--- config.mk ---
export PLATFORM = sky130hd
export DESIGN_NAME = clkmux4_switch_ctrl
export DESIGN_NICKNAME = d
export VERILOG_FILES = /design/src/rtl/clkmux4_switch_ctrl_pkg.sv /design/src/rtl/clkmux4_switch_ctrl_wait_cnt.sv /design/src/rtl/clkmux4_switch_ctrl.sv
export SDC_FILE = /design/constraint.sdc
export NUM_CORES = 1
export LEC_CHECK = 0
export CAP_MARGIN = 15
export CORE_MARGIN = 8
export CORE_UTILIZATION = 45
export DETAILED_ROUTE_END_ITERATION = 7
export DONT_BUFFER_PORTS = 1
export GPL_TIMING_DRIVEN = 1
export PLACE_DENSITY = 0.65
export SLEW_MARGIN = 20
export SYNTH_ARGS = -nofsm -noshare
export SYNTH_HDL_FRONTEND = slang
export SYNTH_HIERARCHICAL = 1
export SYNTH_SLANG_ARGS = --single-unit
--- constraint.sdc ---
create_clock -name CLK_I -period 2.2 [get_ports CLK_I]
set_input_delay 0.11 -clock CLK_I [delete_from_list [all_inputs] [get_ports CLK_I]]
set_output_delay 0.11 -clock CLK_I [all_outputs]
set_load 0.05 [all_outputs]
--- src/rtl/clkmux4_switch_ctrl_pkg.sv ---
// Shared definitions for the 4-input clock-mux switch controller.
package clkmux4_switch_ctrl_pkg;

    localparam int unsigned SEL_W = 2;

    typedef enum logic [1:0] {
        IDLE     = 2'd0,
        OFF_HOLD = 2'd1,
        SEL_HOLD = 2'd2,
        APPLY    = 2'd3
    } state_t;

endpackage

--- src/rtl/clkmux4_switch_ctrl_wait_cnt.sv ---
// Loadable down-counter with enable and zero flag; saturates at zero.
module clkctrl_wait_cnt #(
    parameter int unsigned CNT_W = 8
) (
    input  logic             clk,
    input  logic             rst,
    input  logic             load,
    input  logic [CNT_W-1:0] load_val,
    input  logic             en,
    output logic             zero
);

    logic [CNT_W-1:0] cnt;

    always_ff @(posedge clk) begin
        if (rst) begin
            cnt <= '0;
        end else if (load) begin
            cnt <= load_val;
        end else if (en && (cnt != '0)) begin
            cnt <= cnt - 1'b1;
        end
    end

    assign zero = (cnt == '0);

endmodule

--- src/rtl/clkmux4_switch_ctrl.sv ---
// Sequences select/enable changes for the glitch-free 4-input clock mux:
// disable, wait, change select, wait, re-enable, then pulse DONE_O.
module clkmux4_switch_ctrl
    import clkmux4_switch_ctrl_pkg::*;
#(
    parameter int unsigned OFF_WAIT = 16,
    parameter int unsigned SEL_WAIT = 16,
    parameter int unsigned CNT_W    = 8
) (
    input  logic             CLK_I,
    input  logic             RST_I,
    input  logic             REQ_I,
    input  logic [SEL_W-1:0] REQ_SEL_I,
    input  logic             REQ_EN_I,
    output logic             READY_O,
    output logic [SEL_W-1:0] SEL_O,
    output logic             EN_O,
    output logic             DONE_O,
    output logic             BUSY_O
);

    state_t             state, state_nx;
    logic [SEL_W-1:0]   sel_q, lat_sel;
    logic               en_q, lat_en;
    logic               accept, sel_change;
    logic               cnt_load, cnt_zero, cnt_en;
    logic [CNT_W-1:0]   cnt_val;

    assign accept     = REQ_I && (state == IDLE);
    assign sel_change = (REQ_SEL_I != sel_q);
    assign cnt_en     = (state == OFF_HOLD) || (state == SEL_HOLD);

    clkctrl_wait_cnt #(.CNT_W(CNT_W)) u_wait_cnt (
        .clk      (CLK_I),
        .rst      (RST_I),
        .load     (cnt_load),
        .load_val (cnt_val),
        .en       (cnt_en),
        .zero     (cnt_zero)
    );

    always_comb begin
        state_nx = state;
        cnt_load = 1'b0;
        cnt_val  = '0;
        case (state)
            IDLE: begin
                if (REQ_I) begin
                    if (sel_change) begin
                        state_nx = OFF_HOLD;
                        cnt_load = 1'b1;
                        cnt_val  = CNT_W'(OFF_WAIT - 1);
                    end else begin
                        state_nx = APPLY;
                    end
                end
            end
            OFF_HOLD: begin
                if (cnt_zero) begin
                    state_nx = SEL_HOLD;
                    cnt_load = 1'b1;
                    cnt_val  = CNT_W'(SEL_WAIT - 1);
                end
            end
            SEL_HOLD: begin
                if (cnt_zero) begin
                    state_nx = APPLY;
                end
            end
            APPLY: begin
                state_nx = IDLE;
            end
            default: state_nx = IDLE;
        endcase
    end

    always_ff @(posedge CLK_I) begin
        if (RST_I) begin
            state   <= IDLE;
            sel_q   <= '0;
            en_q    <= 1'b0;
            lat_sel <= '0;
            lat_en  <= 1'b0;
        end else begin
            state <= state_nx;
            if (accept) begin
                lat_sel <= REQ_SEL_I;
                lat_en  <= REQ_EN_I;
                if (sel_change) begin
                    en_q <= 1'b0;
                end
            end
            if ((state == OFF_HOLD) && cnt_zero) begin
                sel_q <= lat_sel;
            end
            if (state == APPLY) begin
                en_q <= lat_en;
            end
        end
    end

    // EN_O reflects the latched enable during APPLY itself; en_q holds it afterwards.
    assign EN_O    = (state == APPLY) ? lat_en : en_q;
    assign SEL_O   = sel_q;
    assign READY_O = (state == IDLE);
    assign BUSY_O  = ~READY_O;
    assign DONE_O  = (state == APPLY);

endmodule
## Yosys cells after proc, flatten, opt, wreduce, memory -nomap -nowiden

Index checks and enable logic that the tools add are counted.
W data, S select, Z words.

| storage, ports and cells | value |
|---|---|
| register bits | 16 |
| input bits | 6 |
| logic and storage cells | 46 |

| operators by class | value |
|---|---|
| add/sub/neg operators | 1 |
| equal/unequal tests | 7 |
| multiplexer cells | 19 |
| bitwise gates (word level) | 1 |
| reductions and logical operators | 12 |

Operator list:

| operator | count |
|---|---|
| $mux W8 | 2 |
| $mux W4 | 3 |
| $logic_not A8 Y1 | 1 |
| $mux W2 | 4 |
| $pmux W2 S4 | 1 |
| $pmux W4 S2 | 1 |
| $reduce_bool A8 Y1 | 1 |
| $sub A8 B1 Y8 const B | 1 |
| $mux W1 | 7 |
| $ne A2 B2 Y1 const B | 3 |
| $reduce_bool A2 Y1 | 3 |
| $eq A2 B2 Y1 const B | 2 |
| $logic_and A1 B1 Y1 | 3 |
| $reduce_and A3 Y1 | 1 |
| $eq A2 B1 Y1 const B | 1 |
| $logic_not A2 Y1 | 1 |
| $ne A2 B2 Y1 | 1 |
| $pmux W1 S2 | 1 |
| $reduce_and A2 Y1 | 1 |
| $logic_or A1 B1 Y1 | 1 |
| $not A1 Y1 | 1 |

## Logic depth before layout (Yosys ltp)

Gate-level depths: netlist (run 1).

| logic depth | value |
|---|---|
| depth after elaboration | 5 |
| depth in mapped cells | 10 |
| gate-level depth less buffers | 9 |

## Hierarchy

Netlist (run 1), hierarchy kept.

Modules (own cells, without submodules):

| module | times used | cells an instance | area an instance (µm²) | sequential area each (µm²) |
|---|---|---|---|---|
| clkctrl_wait_cnt | 1 | 59 | 515.5 | 160.2 |
| clkmux4_switch_ctrl | 1 | 50 | 422.9 | 160.2 |

## Least setup slack after synthesis (run 1)

OpenSTA, ideal clock, no wires.

| timing path | value |
|---|---|
| kind | register -> register |
| start point | register u_wait_cnt.cnt[2] |
| end point | register u_wait_cnt.cnt[1] |
| setup time | 134 ps |
| data arrival time | 2309 ps |
| data required time | 2066 ps |
| setup slack | -243 ps |
| stages on the path, launching flop included | 9 |
| path through | dfxtp_1 -> or4_4 -> nor4_1 -> nand2_1 -> nand2_1 -> clkbuf_1 -> clkinv_1 -> nand4b_1 -> o211ai_1 |

| on the way | value |
|---|---|
| word-level cells in the longest chain between the ends | 4 |
| elaborated cells between the ends (all ways) | 9 |
| those cells by class | 5 x mux; 4 x reduce/logical |

RTL lines:

| what | RTL line | RTL |
|---|---|---|
| from (decl) | clkmux4_switch_ctrl_wait_cnt.sv:13 | `logic [CNT_W-1:0] cnt;` |
| from (signal assigned) | clkmux4_switch_ctrl_wait_cnt.sv:19 | `cnt <= load_val;` |
| from (signal assigned) | clkmux4_switch_ctrl_wait_cnt.sv:21 | `cnt <= cnt - 1'b1;` |
| $logic_not A8 Y1 (*) | clkmux4_switch_ctrl_wait_cnt.sv:25 | `assign zero = (cnt == '0);` |
| named net cnt_zero | clkmux4_switch_ctrl.sv:26 | `logic cnt_load, cnt_zero, cnt_en;` |
| $mux W1 (*) | clkmux4_switch_ctrl.sv:59 | `if (cnt_zero) begin` |
| $pmux W1 S2 (*) | clkmux4_switch_ctrl.sv:46 | `case (state)` |
| named net cnt_load | clkmux4_switch_ctrl.sv:26 |  |
| $mux W8 or $reduce_bool A2 Y1 (tied branches) | -- |  |

The timed path passes the listed nets; every way through them passes the cells marked *.
A chain may end at the register's enable or synchronous reset.

## Final worst setup path (run 1)

| timing path | value |
|---|---|
| start point | register u_wait_cnt.cnt[2] |
| end point | register u_wait_cnt.cnt[4] |

Same word-level chain as after synthesis.

==> metrics.md, run 1 <==
| Metric | Value |
|---|---|
| Status | `finished, final reports clean` |
| Slew Limit Fails | `0` |
| Register area | `around 320 sq um` |
| Post-layout net count | `between 100 and 150` |
| Fmax | `0.4795 GHz` |
| Worst R2R Start | `u_wait_cnt/cnt[2]$_SDFFE_PP0P_` |
| Hold endpoint | `u_wait_cnt/cnt[1]$_SDFFE_PP0P_` |
| Via count | `822` |
| Worst-Skew Late Latency | `0.28 ns` |
| Pwr Density | `1494 mW/mm^2` |
| Die width | `61.67 um` |
| Worst Path Max Fanout | `12` |
| # rows | `16` |
| Largest family of logic cells by synthesized area | `simple AND/OR/NAND/NOR gates` |
| Vias in the first global route | `747` |
| Reg2Reg Setup Slack | `0.11 ns` |
| Mux cell area share after synthesis | `2.267%` |
| Sw power | `~790 uW` |
| DRC | `0` |
| Clock Power Share | `about 12%` |
| Endpoints failing hold | `0` |
| Via density | `between 5 and 6` |
| CP max stage delay | `around 0.61 ns` |
| CP endpoint kind | `register` |
| Fin crit share | `94.79%` |
| Worst Tran Pin Value | `0.5932 ns` |
| Post-Syn Instances | `109` |
| Gr usage total | `around an eighth` |
| Multi-input logic area | `601.8 sq um` |
| Reg-to-reg endpoint | `u_wait_cnt/cnt[4]$_SDFFE_PP0P_` |
| Port Buffers | `0` |
| Core Area | `0.001962 sq mm` |
| Flop pwr share | `28.8%` |
| Max-slew headroom | `slightly above 60%` |
| CP max-delay cell | `or4_4` |
| Final setup viols | `0` |
| Synth Area in Adders | `8.000%` |
| Worst reg2reg path depth | `8` |
| CP Launch Type | `register` |
| DRT Wirelength | `2089 um` |
| Met3 WL | `87 um` |
| Pleak | `0.0004356 uW` |
| Setup TNS Final | `0 ns` |
| Drt initial violations | `14` |
| Gr ovfl total | `0` |
| Mapped Area | `938.4 sq um` |
| Post-route ant nets | `0` |
| Worst min path class | `in -> reg` |
| GP Congestion | `approximately 0.81` |
| Synth cell types | `37` |
| WL/cell | `13.65 um` |
| Met1 WL | `roughly 1000 um` |
| Critical path, cell by cell | `or4_4, nor4_4, nand2_1, nand2_1, buf_4, nor3b_1, a21oi_1, a21oi_1` |
| Layout cell share with drive strength beyond 1 | `18.25%` |
| Syn avg cell area | `roughly 8.6 sq um` |
| Initial core utilization | `47.83%` |
| Maximum clock path buffer count | `2` |
| CTS sink cnt | `16` |
| CTS HTree Levels | `1` |
| Met2 wire length | `969 um` |
| Fin cells | `153` |
| Placed wire-length estimate | `1462 um` |
| # fillers | `194` |
| Yosys warns | `6` |
| Hold_sp | `RST_I` |
| Critical Path AT | `2.23 ns` |
| Top sig layer | `met4` |
| Max-cap violations | `0` |
| Layout Area Growth over Synthesis | `21.33%` |
| TritonRoute pass-1 iters | `4` |
| Seq cells post-synth | `16` |
| Int Power | `913.4 uW` |
| First-pass GRT wire length | `3374 um` |
| Cell count after placement | `142` |
| Root buf cell | `clkbuf_4` |
| Antenna Cells | `0` |
| I/O pin count | `12` |
| Worst-path clk slew | `0.10 ns` |
| Post-synthesis sequential area ratio | `34.13%` |
| Worst EP required | `about 2.4 ns` |
| Tmin final | `2.085 ns` |
| Combinational cell fraction of total power | `59.5%` |
| CTS tree | `built` |
| Unrepaired setup endpoints after global routing | `false` |
| Hold Crit Depth | `2` |
| Clk_skew | `0.001727 ns` |
| Largest net degree at the start of global routing | `16` |
| Switch share | `46.29%` |
| Post-synthesis simple-gate area fraction | `between 20% and 30%` |
| Complex-gate fraction of the synthesized area | `22.40%` |
| Post-CTS Setup Repair Bufs | `0` |
| Die area | `0.003803 sq mm` |
| Total CTS buffers | `3` |
| Worst IR Drop VDD | `approximately 700 uV` |
| CP Class | `reg -> reg` |
| Synth Area in XOR/XNOR | `between 4 and 5%` |
| Die Y-Extent | `61.67 um` |
| Initial antenna violation count | `0` |
==> sequential cells by signal, summed over array words and instances, names as in the netlist <==
signal / flops
SEL_O: 2
lat_sel: 2
lat_en: 1
state: 2
en_q: 1
u_wait_cnt/cnt: 8
==> placed cells by master (no fill, tap or decap), drive strengths merged <==
cell type / n
inv: 7
mux2: 1
dfxtp: 16
nand4b: 1
o21ai: 4
clkbuf: 4
nor3: 1
or3b: 1
buf: 6
o31ai: 1
nor3b: 3
a221o: 1
conb: 4
o211ai: 1
and3b: 1
a21oi: 12
a21o: 1
nand2: 10
nand3: 6
nor2: 7
or3: 2
o21bai: 1
nand2b: 1
ha: 6
dlygate4sd3: 7
nor4: 1
a211oi: 3
mux2i: 1
xnor2: 5
o41ai: 1
o21a: 1
clkinv: 1
or4: 5
a311oi: 3
==> how the worst max path moves through the flow <==
stage	startpoint	cells after the start	slack (ns)	end
2_1_floorplan	u_wait_cnt/cnt[2]$_SDFFE_PP0P_	8	0.12	u_wait_cnt/cnt[1]$_SDFFE_PP0P_
3_3_place_gp	u_wait_cnt/cnt[2]$_SDFFE_PP0P_	8	0.15	u_wait_cnt/cnt[2]$_SDFFE_PP0P_
3_5_place_dp	u_wait_cnt/cnt[2]$_SDFFE_PP0P_	8	0.12	u_wait_cnt/cnt[4]$_SDFFE_PP0P_
4_1_cts	u_wait_cnt/cnt[2]$_SDFFE_PP0P_	8	0.06	u_wait_cnt/cnt[4]$_SDFFE_PP0P_
5_1_grt	u_wait_cnt/cnt[1]$_SDFFE_PP0P_	9	0.006	u_wait_cnt/cnt[4]$_SDFFE_PP0P_
6_report	u_wait_cnt/cnt[2]$_SDFFE_PP0P_	8	0.11	u_wait_cnt/cnt[4]$_SDFFE_PP0P_
==> critical path: cells and delay by family, from the launching register on <==
family / cells / cell delay (ns)
AO/OA/AOI/OAI: 2 / 0.21
flip-flops: 1 / 0.37
AND/OR/NAND/NOR: 5 / 1.17
buffers and inverters: 1 / 0.20
==> cell type report <==
type | instances | area share, %
sequential | 16 | 28.13
tap | 27 | 2.967
inverter | 8 | 2.747
timing repair buffer | 13 | 10.11
multi-input combinational | 85 | 52.86
clock buffer | 4 | 3.187
==> cell families after synthesis <==
logic type      Yosys count
mux                       2
buf+inv                  11
flops                    16
compound gates           29
xor+xnor                  5
fa+ha+maj                 6
simple gates             39
other cells               1
==> per-stage QoR <==
step                instance area, sq um  total power (uW)  hold WS [ns]  worst slack (ns)  util, %
finish                              1139              1701       0.03956            0.1146    58.04
global route                        1139              1838       0.01488          0.005616    58.04
CTS                                 1120              1668      0.004913           0.06068    57.08
detailed placement                  1023              1452        0.1795            0.1202    52.17
global placement                    1023              1435        0.1782            0.1535    52.17
floorplan                          960.9              1272        0.1791            0.1177        -
==> synthesized netlist by cell type, drive strengths merged <==
master,n,area share (%)
o21a,1,0.80
a311oi,3,2.8
o41ai,1,2.9
a221o,1,1.1
a21oi,12,6.4
o21bai,1,0.80
clkbuf,1,0.40
conb,1,0.40
o211ai,1,0.80
nand2,10,4.0
nor3,1,0.53
mux2i,1,1.1
or3b,1,0.93
a21o,1,0.93
mux2,1,1.2
o21ai,4,2.1
nor4,1,0.67
a211oi,3,2.9
clkinv,1,0.40
nand3,6,3.2
nand4b,1,0.93
dfxtp,16,34
nand2b,1,0.67
nor2,7,2.8
or4,5,4.7
xnor2,5,4.7
nor3b,3,2.4
o31ai,1,0.80
and3b,1,0.93
buf,2,1.2
ha,6,8.0
or3,2,1.6
inv,7,2.8
==> power by group through the flow <==
stage | clock network [uW] | logic (uW) | registers (uW)
floorplan | 0 | 805 | 468
global placement | 0 | 950 | 486
detailed placement | 0 | 964 | 487
CTS | 203 | 984 | 482
global route | 225 | 1110 | 506
finish | 198 | 1010 | 491
==> what timing repair did <==
action                                 4_1_cts  5_1_grt
hold buffers                                 6        1
setup endpoints to repair                    0        2
endpoints found under the hold margin       15        2
resized for setup                            0        1
==> per-layer routing <==
layer / GRT usage, % / up-vias
li1: - / 424
met1: 14.73 / 382
met2: 18.76 / 12
met3: 3.549 / 4
met4: 4.870 / 0
met5: 0 / -
Power figures use the tool's default switching activity.
==> run 2: changes to the inputs <==
CORE_MARGIN = 5   (was 8)
CORE_UTILIZATION = 25   (was 45)
PLACE_DENSITY = 0.43   (was 0.65)
==> run 2 against run 1 <==
- sequential share of layout area fell by 0.15 points
- worst hold slack lost 0.025 ns
- core utilization is 27 points lower
- worst setup slack better by 0.081 ns
- via count grew 2.2%
- fmax grew 4.1%
==> metrics.md, run 2 (synthesized netlist as in run 1, its figures left out) <==
| Metric | Value |
|---|---|
| CP endpoint kind | `register` |
| Int Power | `963.6 uW (+5.5%)` |
| Setup WS post-layout | `0.1958 ns (+0.08118 ns)` |
| Die width | `71.27 um (+16%)` |
| Die Y-Extent | `71.27 um (+16%)` |
| DRC | `0 (unchanged)` |
| Setup TNS Final | `0 ns (unchanged)` |
| Layout Area Growth over Synthesis | `22.00%` |
| Combinational cell fraction of total power | `56.9% (-2.6 points)` |
| CTS HTree Levels | `1 (unchanged)` |
| Slew Limit Fails | `0 (unchanged)` |
| Most common cell after layout, fill and taps aside | `dfxtp_1` |
| TritonRoute pass-1 iters | `4 (unchanged)` |
| Pwr Density | `1526 mW/mm^2 (+2.2%)` |
| Max FFs per register | `8 (unchanged)` |
| CP Class | `reg -> reg` |
| Endpoints failing hold | `0 (unchanged)` |
| Initial core utilization | `25.63% (-22 points)` |
| Placed wire-length estimate | `1617 um (+11%)` |
| Antenna Cells | `0 (unchanged)` |
| # fillers | `392 (+100%)` |
| Layout cell share with drive strength beyond 1 | `20.33% (+2.1 points)` |
| Worst-path clk slew | `0.07 ns (-0.03 ns)` |
| Pleak | `0.0004309 uW (-1.1%)` |
| First-pass GRT wire length | `3877 um (+15%)` |
| Via density | `4.912 (-8.6%)` |
| CTS tree | `built` |
| Initial antenna violation count | `0 (unchanged)` |
| Max-cap violations | `0 (unchanged)` |
| Largest Register | `u_wait_cnt/cnt` |
| Total CTS buffers | `3 (unchanged)` |
| Gr ovfl total | `0 (unchanged)` |
| Core Area | `0.003661 sq mm (+87%)` |
| Vias in the first global route | `802 (+7.4%)` |
| Cell count after placement | `163 (+15%)` |
| Post-layout net count | `136 (-2.2%)` |
| Fmax | `0.4990 GHz (+4.1%)` |
| Unrepaired setup endpoints after global routing | `false` |
| Root buf cell | `clkbuf_8` |
| Worst min path class | `in -> reg` |
| Flop pwr share | `27.7% (-1.1 points)` |
| I/O pin count | `12 (unchanged)` |
| Port Buffers | `0 (unchanged)` |
| Worst Path Max Fanout | `13 (+1)` |
| CTS sink cnt | `16 (unchanged)` |
| Fin cells | `171 (+12%)` |
| Gr usage total | `9.716% (-2.2 points)` |
| Place WS | `0.1377 ns (+0.01749 ns)` |
| Maximum clock path buffer count | `2 (unchanged)` |
| Worst EP required | `2.32 ns (-0.03 ns)` |
| Sw power | `783.9 uW (-0.41%)` |
| Clk_skew | `0.003937 ns (+0.002210 ns)` |
| Drt initial violations | `41 (+27)` |
| Fin crit share | `91.10% (-3.7 points)` |
| Clock Power Share | `15.4% (+3.8 points)` |
| DRT Wirelength | `2273 um (+8.8%)` |
| Worst hold margin | `0.01434 ns (-0.02522 ns)` |
| CP Launch Type | `register` |
| Worst Tran Pin Value | `0.6250 ns (+0.03182 ns)` |
| Switch share | `44.86% (-1.4 points)` |
| Critical Path AT | `2.12 ns (-0.11 ns)` |
| Largest net degree at the start of global routing | `15 (-1)` |
| WL/cell | `13.29 um (-2.6%)` |
| Max-slew headroom | `58.19% (-2.1 points)` |
| # rows | `22 (+6)` |
| Die area | `0.005079 sq mm (+34%)` |
| Commonest non-fill, non-tap cells in the layout | `dfxtp_1 (16), a21oi_1 (12), nand2_1 (9)` |
| GP Congestion | `0.7877 (-3.1%)` |
| Via count | `840 (+2.2%)` |
| Worst-Skew Late Latency | `0.25 ns (-0.03 ns)` |
| Tmin final | `2.004 ns (-0.08118 ns)` |
| Worst IR Drop VDD | `521.7 uV (-24%)` |
| Status | `finished, final reports clean` |
| Final setup viols | `0 (unchanged)` |
| Post-route ant nets | `0 (unchanged)` |
==> run 2: final cells by class <==
cell class	instances	area, sq um	area share, %
clock buffer	4	55.05	4.809
inverter	8	31.28	2.732
multi-input combinational	85	595.6	52.02
sequential	16	320.3	27.98
tap	48	60.06	5.246
timing repair buffer	10	82.58	7.213
==> run 2: timing repair <==
action	CTS	global route
endpoints found under the setup margin	0	2
resized for setup	0	1
hold buffers	2	1
buffers inserted	0	1
hold endpoints to repair	14	1
==> run 2: stage by stage <==
stage | cell area, sq um | power [uW] | util [%]
floorplan | 960.9 | 1272 | -
global placement | 1050 | 1460 | 28.67
detailed placement | 1050 | 1466 | 28.67
CTS | 1125 | 1753 | 30.72
global route | 1145 | 1898 | 31.27
finish | 1145 | 1748 | 31.27
==> run 2: final timing paths <==
path,start,end,slack [ns],cells after the start
min reg2reg,lat_sel[0]$_SDFFE_PP0P_,lat_sel[0]$_SDFFE_PP0P_,0.47,2
max,u_wait_cnt/cnt[2]$_SDFFE_PP0P_,u_wait_cnt/cnt[4]$_SDFFE_PP0P_,0.20,8
min,REQ_SEL_I[1],lat_sel[1]$_SDFFE_PP0P_,0.01,2
max reg2reg,u_wait_cnt/cnt[2]$_SDFFE_PP0P_,u_wait_cnt/cnt[4]$_SDFFE_PP0P_,0.20,8
==> run 2: layer usage <==
layer	vias up	global-route usage [%]	wire (um)
li1	419	-	-
met1	398	12.49	1111
met2	19	14.39	990
met3	4	3.506	137
met4	0	4.593	33
met5	-	0	0
==> run 2: power by group through the flow <==
stage | clock [uW] | combinational [uW] | sequential [uW]
2_1_floorplan | 0 | 805 | 468
3_3_place_gp | 0 | 968 | 492
3_5_place_dp | 0 | 976 | 490
4_1_cts | 282 | 986 | 484
5_1_grt | 295 | 1100 | 502
6_report | 269 | 994 | 485
==> run 2: worst max-delay path, stage by stage, from the launching register on <==
cell and delay [ns]:
dfxtp_1 0.36, or4_4 0.60, nor4_2 0.21, nand2_1 0.12, nand2_2 0.13, buf_4 0.19, nor3b_1 0.07, a21oi_1 0.12
a21oi_1 0.07
==> run 3: changes to the inputs <==
CTS_BUF_LIST = sky130_fd_sc_hd__clkbuf_4   (was unset)
==> run 3 against run 2 <==
- clock power decreased by 39%
- sequential share of layout area fell by 0.24 points
- power is 3.8% lower
- worst setup slack better by 0.0011 ns
- worst hold slack improved by 0.014 ns
- non-clock buffer count grew 3
- wire length is 0.18% lower
- via count unchanged
- core utilization grew 0.27 points
- clock skew fell by 0.0015 ns
- combinational power up 4%
- design area increased by 0.87%
- critical endpoint is now u_wait_cnt/cnt[7]$_SDFFE_PP0P_
- highest routed layer unchanged
==> metrics.md, run 3 (synthesized netlist as in run 1, its figures left out) <==
| Metric | Value |
|---|---|
| Status | `finished, final reports clean` |
| Max-cap violations | `0 (unchanged)` |
| CTS tree | `built` |
| Layout Area Growth over Synthesis | `23.07%` |
| Gr ovfl total | `0 (unchanged)` |
| Post-route ant nets | `0 (unchanged)` |
| Int Power | `891.4 uW (-7.5%)` |
| Root buf cell | `clkbuf_4` |
| Largest Register | `u_wait_cnt/cnt` |
| Setup TNS Final | `0 ns (unchanged)` |
| Cell count after placement | `163 (unchanged)` |
| Clock Power Share | `9.8% (-5.6 points)` |
| Unrepaired setup endpoints after global routing | `false` |
| Drt initial violations | `43 (+4.9%)` |
| First-pass GRT wire length | `3905 um (+0.72%)` |
| Most common cell after layout, fill and taps aside | `dfxtp_1` |
| Via count | `840 (unchanged)` |
| Layout cell share with drive strength beyond 1 | `19.05% (-1.3 points)` |
| Die width | `71.27 um (unchanged)` |
| Combinational cell fraction of total power | `61.1% (+4.2 points)` |
| I/O pin count | `12 (unchanged)` |
| CTS sink cnt | `16 (unchanged)` |
| CTS HTree Levels | `1 (unchanged)` |
| Critical Path AT | `2.16 ns (+0.04 ns)` |
| Sw power | `790.2 uW (+0.80%)` |
| Max-slew headroom | `57.28% (-0.91 points)` |
| Die Y-Extent | `71.27 um (unchanged)` |
| Worst EP required | `2.35 ns (+0.03 ns)` |
| Largest net degree at the start of global routing | `17 (+2)` |
| Flop pwr share | `29.1% (+1.4 points)` |
| Placed wire-length estimate | `1617 um (unchanged)` |
| Core Area | `0.003661 sq mm (unchanged)` |
| DRT Wirelength | `2269 um (-0.18%)` |
| TritonRoute pass-1 iters | `4 (unchanged)` |
| CP Launch Type | `register` |
| DRC | `0 (unchanged)` |
| CP max-delay cell | `or3b_2` |
| Worst min path class | `in -> reg` |
| Fmax | `0.4992 GHz (about the same)` |
| Worst-path clk slew | `0.10 ns (+0.03 ns)` |
| # fillers | `395 (+0.77%)` |
| Fin cells | `174 (+1.8%)` |
| # rows | `22 (unchanged)` |
| Slew Limit Fails | `0 (unchanged)` |
| Worst IR Drop VDD | `539.7 uV (+3.5%)` |
| Post-layout net count | `139 (+2.2%)` |
| Clk_skew | `0.002440 ns (-0.001497 ns)` |
| Tmin final | `2.003 ns (-0.001088 ns)` |
| GP Congestion | `0.7877 (unchanged)` |
| Port Buffers | `0 (unchanged)` |
| Antenna Cells | `0 (unchanged)` |
| CP max stage delay | `0.47 ns (-0.13 ns)` |
| Vias in the first global route | `806 (+0.50%)` |
| Total CTS buffers | `3 (unchanged)` |
| WL/cell | `13.04 um (-1.9%)` |
| Final core occ | `31.54% (+0.27 points)` |
| Worst Tran Pin Value | `0.6387 ns (+0.01364 ns)` |
| Switch share | `46.99% (+2.1 points)` |
| Critical path, cell by cell | `inv_1, ha_2, or3b_2, nor3_1, mux2i_1, a211oi_1` |
| Worst-Skew Late Latency | `0.28 ns (+0.03 ns)` |
| Pleak | `0.0004300 uW (-0.21%)` |
| Die area | `0.005079 sq mm (unchanged)` |
| Pwr Density | `1456 mW/mm^2 (-4.6%)` |
| Final setup viols | `0 (unchanged)` |
| Via density | `4.828 (-1.7%)` |
| Endpoints failing hold | `0 (unchanged)` |
| CP Class | `reg -> reg` |
| Fin crit share | `91.05% (about the same)` |
| Commonest non-fill, non-tap cells in the layout | `dfxtp_1 (16), a21oi_1 (12), nand2_1 (9)` |
| Initial core utilization | `25.63% (unchanged)` |
| Maximum clock path buffer count | `2 (unchanged)` |
| Gr usage total | `9.745% (+0.029 points)` |
| Max FFs per register | `8 (unchanged)` |
| Worst Path Max Fanout | `6 (-7)` |
| Initial antenna violation count | `0 (unchanged)` |
| CP endpoint kind | `register` |
run 3: area by class of cell:
type / count / area [sq um] / share of cell area [%]
multi-input combinational: 85 / 604.3 / 52.33
sequential: 16 / 320.3 / 27.74
timing repair buffer: 13 / 112.6 / 9.751
tap: 48 / 60.06 / 5.200
inverter: 8 / 31.28 / 2.709
clock buffer: 3 / 22.52 / 1.950
clock inverter: 1 / 3.754 / 0.3250
run 3: worst paths after layout:
kind	endpoint	slack (ns)	start	depth (start not counted)
hold / removal	u_wait_cnt/cnt[1]$_SDFFE_PP0P_	0.03	RST_I	2
setup reg to reg	u_wait_cnt/cnt[7]$_SDFFE_PP0P_	0.20	state[1]$_SDFFE_PP0P_	6
hold reg to reg	lat_sel[1]$_SDFFE_PP0P_	0.47	lat_sel[1]$_SDFFE_PP0P_	2
setup / recovery	u_wait_cnt/cnt[7]$_SDFFE_PP0P_	0.20	state[1]$_SDFFE_PP0P_	6
run 3: repair_timing:
item / CTS / global route
resized for setup: 0 / 2
setup endpoints to repair: 0 / 2
buffers inserted: 0 / 1
hold buffers: 6 / 0
hold endpoints to repair: 16 / 0
run 3: metrics by stage:
stage / power [uW] / hold WS, ns / worst slack [ns] / area, sq um
after global placement: 1460 / 0.1808 / 0.1756 / 1050
after CTS: 1663 / 0.01846 / 0.08951 / 1136
after detailed placement: 1466 / 0.1813 / 0.1377 / 1050
after global routing: 1840 / 0.01180 / 0.03418 / 1155
after floorplan: 1272 / 0.1791 / 0.1177 / 960.9
final: 1682 / 0.02814 / 0.1969 / 1155
run 3: critical path, delay by kind of cell (launching register included):
kind                       cells  cell delay, ns
and+or+nand+nor                2            0.68
DFF                            1            0.40
AOI/OAI and AO/OA              1            0.08
buffers and inverters          1            0.08
adders and majority gates      1            0.41
muxes                          1            0.22
run 3: power by group through the flow:
stage,Sequential [uW],Combinational [uW],Clock [uW]
6_report,490,1030,164
5_1_grt,507,1140,194
4_1_cts,484,1000,179
3_5_place_dp,490,976,0
3_3_place_gp,492,968,0
2_1_floorplan,468,805,0
run 3: per-layer routing:
metal	up-vias	share of wire (%)	global-route usage, %
met1	399	47	12.49
met2	15	47	14.80
met5	-	0	0
met3	2	5.6	3.506
met4	0	0.93	3.967
li1	424	-	-
